## src/rtl/id_stage.sv

```systemverilog
// -----------------------------------------------------------------------------
// id_stage
//   RV32I instruction-decode stage sitting directly in front of the register
//   file. It drives the regfile read selects from the incoming instruction,
//   bypasses writeback data that lands in the same cycle, decodes the
//   immediate, detects load-use hazards and registers the decoded instruction
//   into the ID/EX pipeline register under a valid/ready handshake. A flush
//   discards both the ID/EX contents and the incoming instruction.
//
// Ports:
//   clk, rst            clock (rising edge), synchronous active-high reset
//   instr_i, pc_i       instruction and its PC from fetch
//   valid_i / ready_o   upstream handshake
//   rs1_sel_o/rs2_sel_o combinational regfile read selects
//   rs1_val_i/rs2_val_i regfile read data
//   wb_we_i/wb_rd_i/wb_val_i  writeback port (same as regfile write)
//   ex_load_i/ex_rd_i   load currently in EX and its destination
//   flush_i             branch redirect: drop ID/EX and incoming instruction
//   valid_o / ready_i   downstream handshake
//   pc_o, instr_o, rs1_val_o, rs2_val_o, imm_o, rd_o  registered ID/EX payload
// -----------------------------------------------------------------------------
module id_stage #(
    parameter int XLEN = 32
) (
    input  logic            clk,
    input  logic            rst,
    input  logic [XLEN-1:0] instr_i,
    input  logic [XLEN-1:0] pc_i,
    input  logic            valid_i,
    output logic            ready_o,
    output logic [4:0]      rs1_sel_o,
    output logic [4:0]      rs2_sel_o,
    input  logic [XLEN-1:0] rs1_val_i,
    input  logic [XLEN-1:0] rs2_val_i,
    input  logic            wb_we_i,
    input  logic [4:0]      wb_rd_i,
    input  logic [XLEN-1:0] wb_val_i,
    input  logic            ex_load_i,
    input  logic [4:0]      ex_rd_i,
    input  logic            flush_i,
    output logic            valid_o,
    input  logic            ready_i,
    output logic [XLEN-1:0] pc_o,
    output logic [XLEN-1:0] instr_o,
    output logic [XLEN-1:0] rs1_val_o,
    output logic [XLEN-1:0] rs2_val_o,
    output logic [XLEN-1:0] imm_o,
    output logic [4:0]      rd_o
);

    localparam logic [6:0] OP_IMM    = 7'b0010011;
    localparam logic [6:0] OP_LOAD   = 7'b0000011;
    localparam logic [6:0] OP_JALR   = 7'b1100111;
    localparam logic [6:0] OP_STORE  = 7'b0100011;
    localparam logic [6:0] OP_BRANCH = 7'b1100011;
    localparam logic [6:0] OP_LUI    = 7'b0110111;
    localparam logic [6:0] OP_AUIPC  = 7'b0010111;
    localparam logic [6:0] OP_JAL    = 7'b1101111;

    // Operand select with writeback bypass. The regfile only commits a write
    // on the next edge, so a same-cycle write to the source must be forwarded.
    // x0 is hard-wired to zero regardless of what the regfile or WB presents.
    function automatic logic [31:0] f_bypass(
        input logic [4:0]  sel,
        input logic [31:0] rf_val,
        input logic        we,
        input logic [4:0]  rd,
        input logic [31:0] wval
    );
        logic [31:0] v;
        if (sel == 5'd0) begin
            v = 32'd0;
        end else if (we && (rd == sel)) begin
            v = wval;
        end else begin
            v = rf_val;
        end
        return v;
    endfunction

    // Immediate extraction by major opcode; unknown opcodes give zero.
    function automatic logic [31:0] f_imm(input logic [31:0] ins);
        logic [31:0] v;
        case (ins[6:0])
            OP_IMM, OP_LOAD, OP_JALR:
                v = {{20{ins[31]}}, ins[31:20]};
            OP_STORE:
                v = {{20{ins[31]}}, ins[31:25], ins[11:7]};
            OP_BRANCH:
                v = {{19{ins[31]}}, ins[31], ins[7], ins[30:25], ins[11:8], 1'b0};
            OP_LUI, OP_AUIPC:
                v = {ins[31:12], 12'd0};
            OP_JAL:
                v = {{11{ins[31]}}, ins[31], ins[19:12], ins[20], ins[30:21], 1'b0};
            default:
                v = 32'd0;
        endcase
        return v;
    endfunction

    logic [4:0]      w_rs1_sel;
    logic [4:0]      w_rs2_sel;
    logic [XLEN-1:0] w_rs1_val;
    logic [XLEN-1:0] w_rs2_val;
    logic [XLEN-1:0] w_imm;
    logic            w_hazard;
    logic            w_ready;
    logic            w_accept;

    logic            r_valid;
    logic [XLEN-1:0] r_pc;
    logic [XLEN-1:0] r_instr;
    logic [XLEN-1:0] r_rs1_val;
    logic [XLEN-1:0] r_rs2_val;
    logic [XLEN-1:0] r_imm;
    logic [4:0]      r_rd;

    assign w_rs1_sel = instr_i[19:15];
    assign w_rs2_sel = instr_i[24:20];

    // Decode: bypassed operands, immediate, load-use hazard and handshake.
    // The hazard compares both rs fields for every format (conservative).
    always_comb begin
        w_rs1_val = f_bypass(w_rs1_sel, rs1_val_i, wb_we_i, wb_rd_i, wb_val_i);
        w_rs2_val = f_bypass(w_rs2_sel, rs2_val_i, wb_we_i, wb_rd_i, wb_val_i);
        w_imm     = f_imm(instr_i);
        w_hazard  = valid_i & ex_load_i & (ex_rd_i != 5'd0)
                  & ((ex_rd_i == w_rs1_sel) | (ex_rd_i == w_rs2_sel));
        // A flush always consumes the incoming instruction.
        w_ready   = flush_i | (~w_hazard & (~r_valid | ready_i));
        w_accept  = valid_i & w_ready & ~flush_i;
    end

    // ID/EX pipeline register: reset > flush > accept > drain > hold.
    always_ff @(posedge clk) begin
        if (rst) begin
            r_valid   <= 1'b0;
            r_pc      <= '0;
            r_instr   <= '0;
            r_rs1_val <= '0;
            r_rs2_val <= '0;
            r_imm     <= '0;
            r_rd      <= 5'd0;
        end else if (flush_i) begin
            r_valid   <= 1'b0;
        end else if (w_accept) begin
            r_valid   <= 1'b1;
            r_pc      <= pc_i;
            r_instr   <= instr_i;
            r_rs1_val <= w_rs1_val;
            r_rs2_val <= w_rs2_val;
            r_imm     <= w_imm;
            r_rd      <= instr_i[11:7];
        end else if (ready_i) begin
            // EX consumed the entry and nothing replaces it (bubble).
            r_valid   <= 1'b0;
        end else begin
            r_valid   <= r_valid;
        end
    end

    assign ready_o   = w_ready;
    assign rs1_sel_o = w_rs1_sel;
    assign rs2_sel_o = w_rs2_sel;
    assign valid_o   = r_valid;
    assign pc_o      = r_pc;
    assign instr_o   = r_instr;
    assign rs1_val_o = r_rs1_val;
    assign rs2_val_o = r_rs2_val;
    assign imm_o     = r_imm;
    assign rd_o      = r_rd;

endmodule

```

## config.mk

```make
export PLATFORM = sky130hd
export DESIGN_NAME = id_stage
export DESIGN_NICKNAME = d
export VERILOG_FILES = /design/src/rtl/id_stage.sv
export SDC_FILE = /design/constraint.sdc
export NUM_CORES = 1
export LEC_CHECK = 0
export BUFFER_PORTS_ARGS = -buffer_cell sky130_fd_sc_hd__buf_2
export CAP_MARGIN = 20
export CORE_AREA = 2 2 137 139
export DETAILED_ROUTE_END_ITERATION = 16
export DIE_AREA = 0 0 139 141
export GPL_TIMING_DRIVEN = 0
export PLACE_DENSITY_LB_ADDON = 0.15
export SYNTH_ARGS = -nofsm -noshare
export SYNTH_HDL_FRONTEND = slang
export SYNTH_SLANG_ARGS = --single-unit
export TNS_END_PERCENT = 30
```

## constraint.sdc

```tcl
create_clock -name clk -period 3.54 [get_ports clk]
set_input_delay 0.531 -clock clk [delete_from_list [all_inputs] [get_ports clk]]
set_output_delay 0.531 -clock clk [all_outputs]
set_load 0.05 [all_outputs]
```

==> metrics <==
H-tree levels=4; Num CTS Buffers=17; Cell Chain, Critical Path=clkbuf_1 > xnor2_1 > nand3_1 > o22ai_1 > nand2_1 > a21o_1 > buf_2; Overflow after GRT=0; Post-CTS Setup Inserts=0; die area=0.0196 mm²; Worst-Skew Late Latency=0.43 ns; crit path max-delay cell type=clkbuf_1; pre-CTS WS=0.850 ns; Worst Setup End Kind=output port; Combinational Power Share=18.0%; CTS clk-pin slew, worst paths=0.07 ns; register area share after synthesis=45.1%; sequential cell area=0.00322 mm²; remaining antenna violation count=0; Sw Ratio=31.1%; Largest delay share family, worst path=buffers and inverters; Pint=3.29 mW; Area Growth Syn to Fin=37.6%; initial core utilization=39.1%; final hold violations=0; CTS tree=yes; Max Fanout on Critical Path=7; min-delay worst type=in -> reg; slew margin rel.=26.9%; dominant synthesized flop cell=dfxtp_1; Routed WL per cell=17.8 µm; Post-synth top cells=161 x dfxtp_1, 144 x nand2_1, 109 x a21oi_1, 65 x nand3b_1, 64 x mux2i_1; CTS root buf=clkbuf_16; Cells after DPL=1373; Fillers=1761; status=finished clean; Crit path depth=7; leading post-synthesis cells by cell area=dfxtp_1 45%, mux2i_1 9.0%, a21oi_1 7.6%; Cells after Synth=789; Die Ht=141 µm; Routed WL=25.0 mm; Tmin final=2.53 ns; reg-to-reg endpoint=imm_o[19]$_SDFFE_PP0P_; post-CTS resize count=0; Worst EP arrival=2.00 ns; path depth of the worst reg2reg path=6; Max-cap violations=0; Die W=139 µm; Worst R2R Setup Slack=1.68 ns; Setup TNS=0 ns; Period Utilization, post-route=71.5%; Seq cells post-synth=161; R2R Path Start=valid_o$_SDFFE_PP0P_; hold path cells=2; # rows=50; Seq pwr share=40.2%; CP required=3.01 ns; Post-Syn Area=0.00714 mm²; Power Dens Cells=487 mW/mm²; crit-path max cell delay=0.40 ns; Yosys cell types=38; Worst Path Buf+Inv=2; Final WS setup=1.01 ns; cell taking the most area after synthesis=dfxtp_1; largest net degree at the start of global routing=18; Peak Freq=395 MHz; Placed Area=0.00919 mm²; Slew Limit Fails=0; post-synthesis average cell area=9.05 µm²; PortBufs=350; Setup Skew=0.00545 ns; worst vdd ir=0.330 mV; Layout Nets=1335; Worst-Margin Slew=1.09 ns; hold buffers post-CTS=0; initial antenna violation count=1; Residual DRC=0; Mapped Nets=966; initial drt markers=377; io pins=354; Finished Layout Cells=1406; DP HPWL=19.1 mm; Pre-antenna DRT Iters=4; count leader, synth=dfxtp_1; power share of the clock group=41.7%; All-Layer GR Usage=24.6%; vias in the first global route=6996; WS Path Type=in -> out; warnings from Yosys=0; Lkg Pwr=4.29 nW; vias per cell=5.11; final core occ=53.8%; EDFF count, synth=0; RSZ-0062 raised after global routing=no; Hold Path End=valid_o$_SDFFE_PP0P_; CP startpoint kind=input pin; via count=7186; Core Region=0.0183 mm²; async set-reset flop share out of synthesis=0%; Final setup viols=0; Final GP Congestion=0.811; area of the multi-input gates=0.00345 mm²; Net Sw Power=1.49 mW; Yosys top cell area share=45.1%; first-pass GRT wire length=38.3 mm; Longest Clk Path Bufs=2; clock sinks=161; min-delay src=flush_i; cell area after layout=0.00982 mm²; layout cells sized above 1=38.2%
[metal layers]
metal  routed length, µm  up-vias  GRT usage [%]
li1                    -     3540              -
met1               10700     3347           30.4
met2               12200      262           42.7
met3                1620       37           5.33
met4                 478        0           8.24
met5                   0        -              0
[sequential cells by signal, summed over array words and instances (netlist names)]
name,cells
imm_o,32
instr_o,32
pc_o,32
rs1_val_o,32
rs2_val_o,32
valid_o,1
[through the flow]
stage	hold slack [ns]	power, mW
finish	0.321	4.78
global route	0.326	4.95
CTS	0.306	4.81
detailed placement	0.443	2.83
global placement	0.436	2.82
floorplan	0.604	2.52
[power groups by stage]
stage               Sequential, mW  Combinational [mW]  Clock (mW)
floorplan                     2.22               0.302           0
global placement              1.96               0.863           0
detailed placement            1.96               0.866           0
CTS                           1.92               0.868        2.02
global route                  1.93               0.919        2.10
finish                        1.92               0.862        2.00
[worst max-delay path by stage]
stage                      startpoint                       to  slack [ns]
after detailed placement  instr_i[20]  instr_o[3]$_SDFFE_PP0P_        0.85
after global routing      instr_i[20]                  ready_o        0.87
final                     instr_i[20]                  ready_o        1.01
after CTS                 instr_i[20]                  ready_o        0.99
after global placement    instr_i[20]    imm_o[6]$_SDFFE_PP0P_        0.87
after floorplan            ex_rd_i[0]                  ready_o        1.34
[area by class of cell]
class	count	share of cell area, %
repair buffers	350	17.8
diodes	1	0.0255
clock buffers	17	4.33
well taps	234	2.98
flip-flops and latches	161	32.8
plain buffers	84	4.79
multi-input cells	544	35.1
clock inverters	15	2.13
[placed cells by master, fill, tap and decap left out, drive strengths merged, types with 2 or more instances in the layout]
cell type	Yosys	layout
a21oi	109	109
a22oi	4	4
and3	3	3
buf	53	403
bufinv	0	3
clkbuf	31	48
dfxtp	161	161
inv	0	10
mux2i	64	64
nand2	144	144
nand3	21	21
nand3b	65	65
nor2	7	7
nor2b	2	2
nor3b	4	4
nor4	2	2
o21ai	2	2
o21bai	2	2
o2bb2ai	14	14
o31ai	65	65
or4	2	2
xnor2	12	12
xor2	8	8
[logic make-up after synthesis]
family	count (synthesis)	share of synthesized area [%]
compound gates	204	18.7
xor+xnor	20	2.45
buf+inv	84	6.59
flops	161	45.1
mux	64	8.97
simple gates	256	18.1
Power figures use the tool's default switching activity.
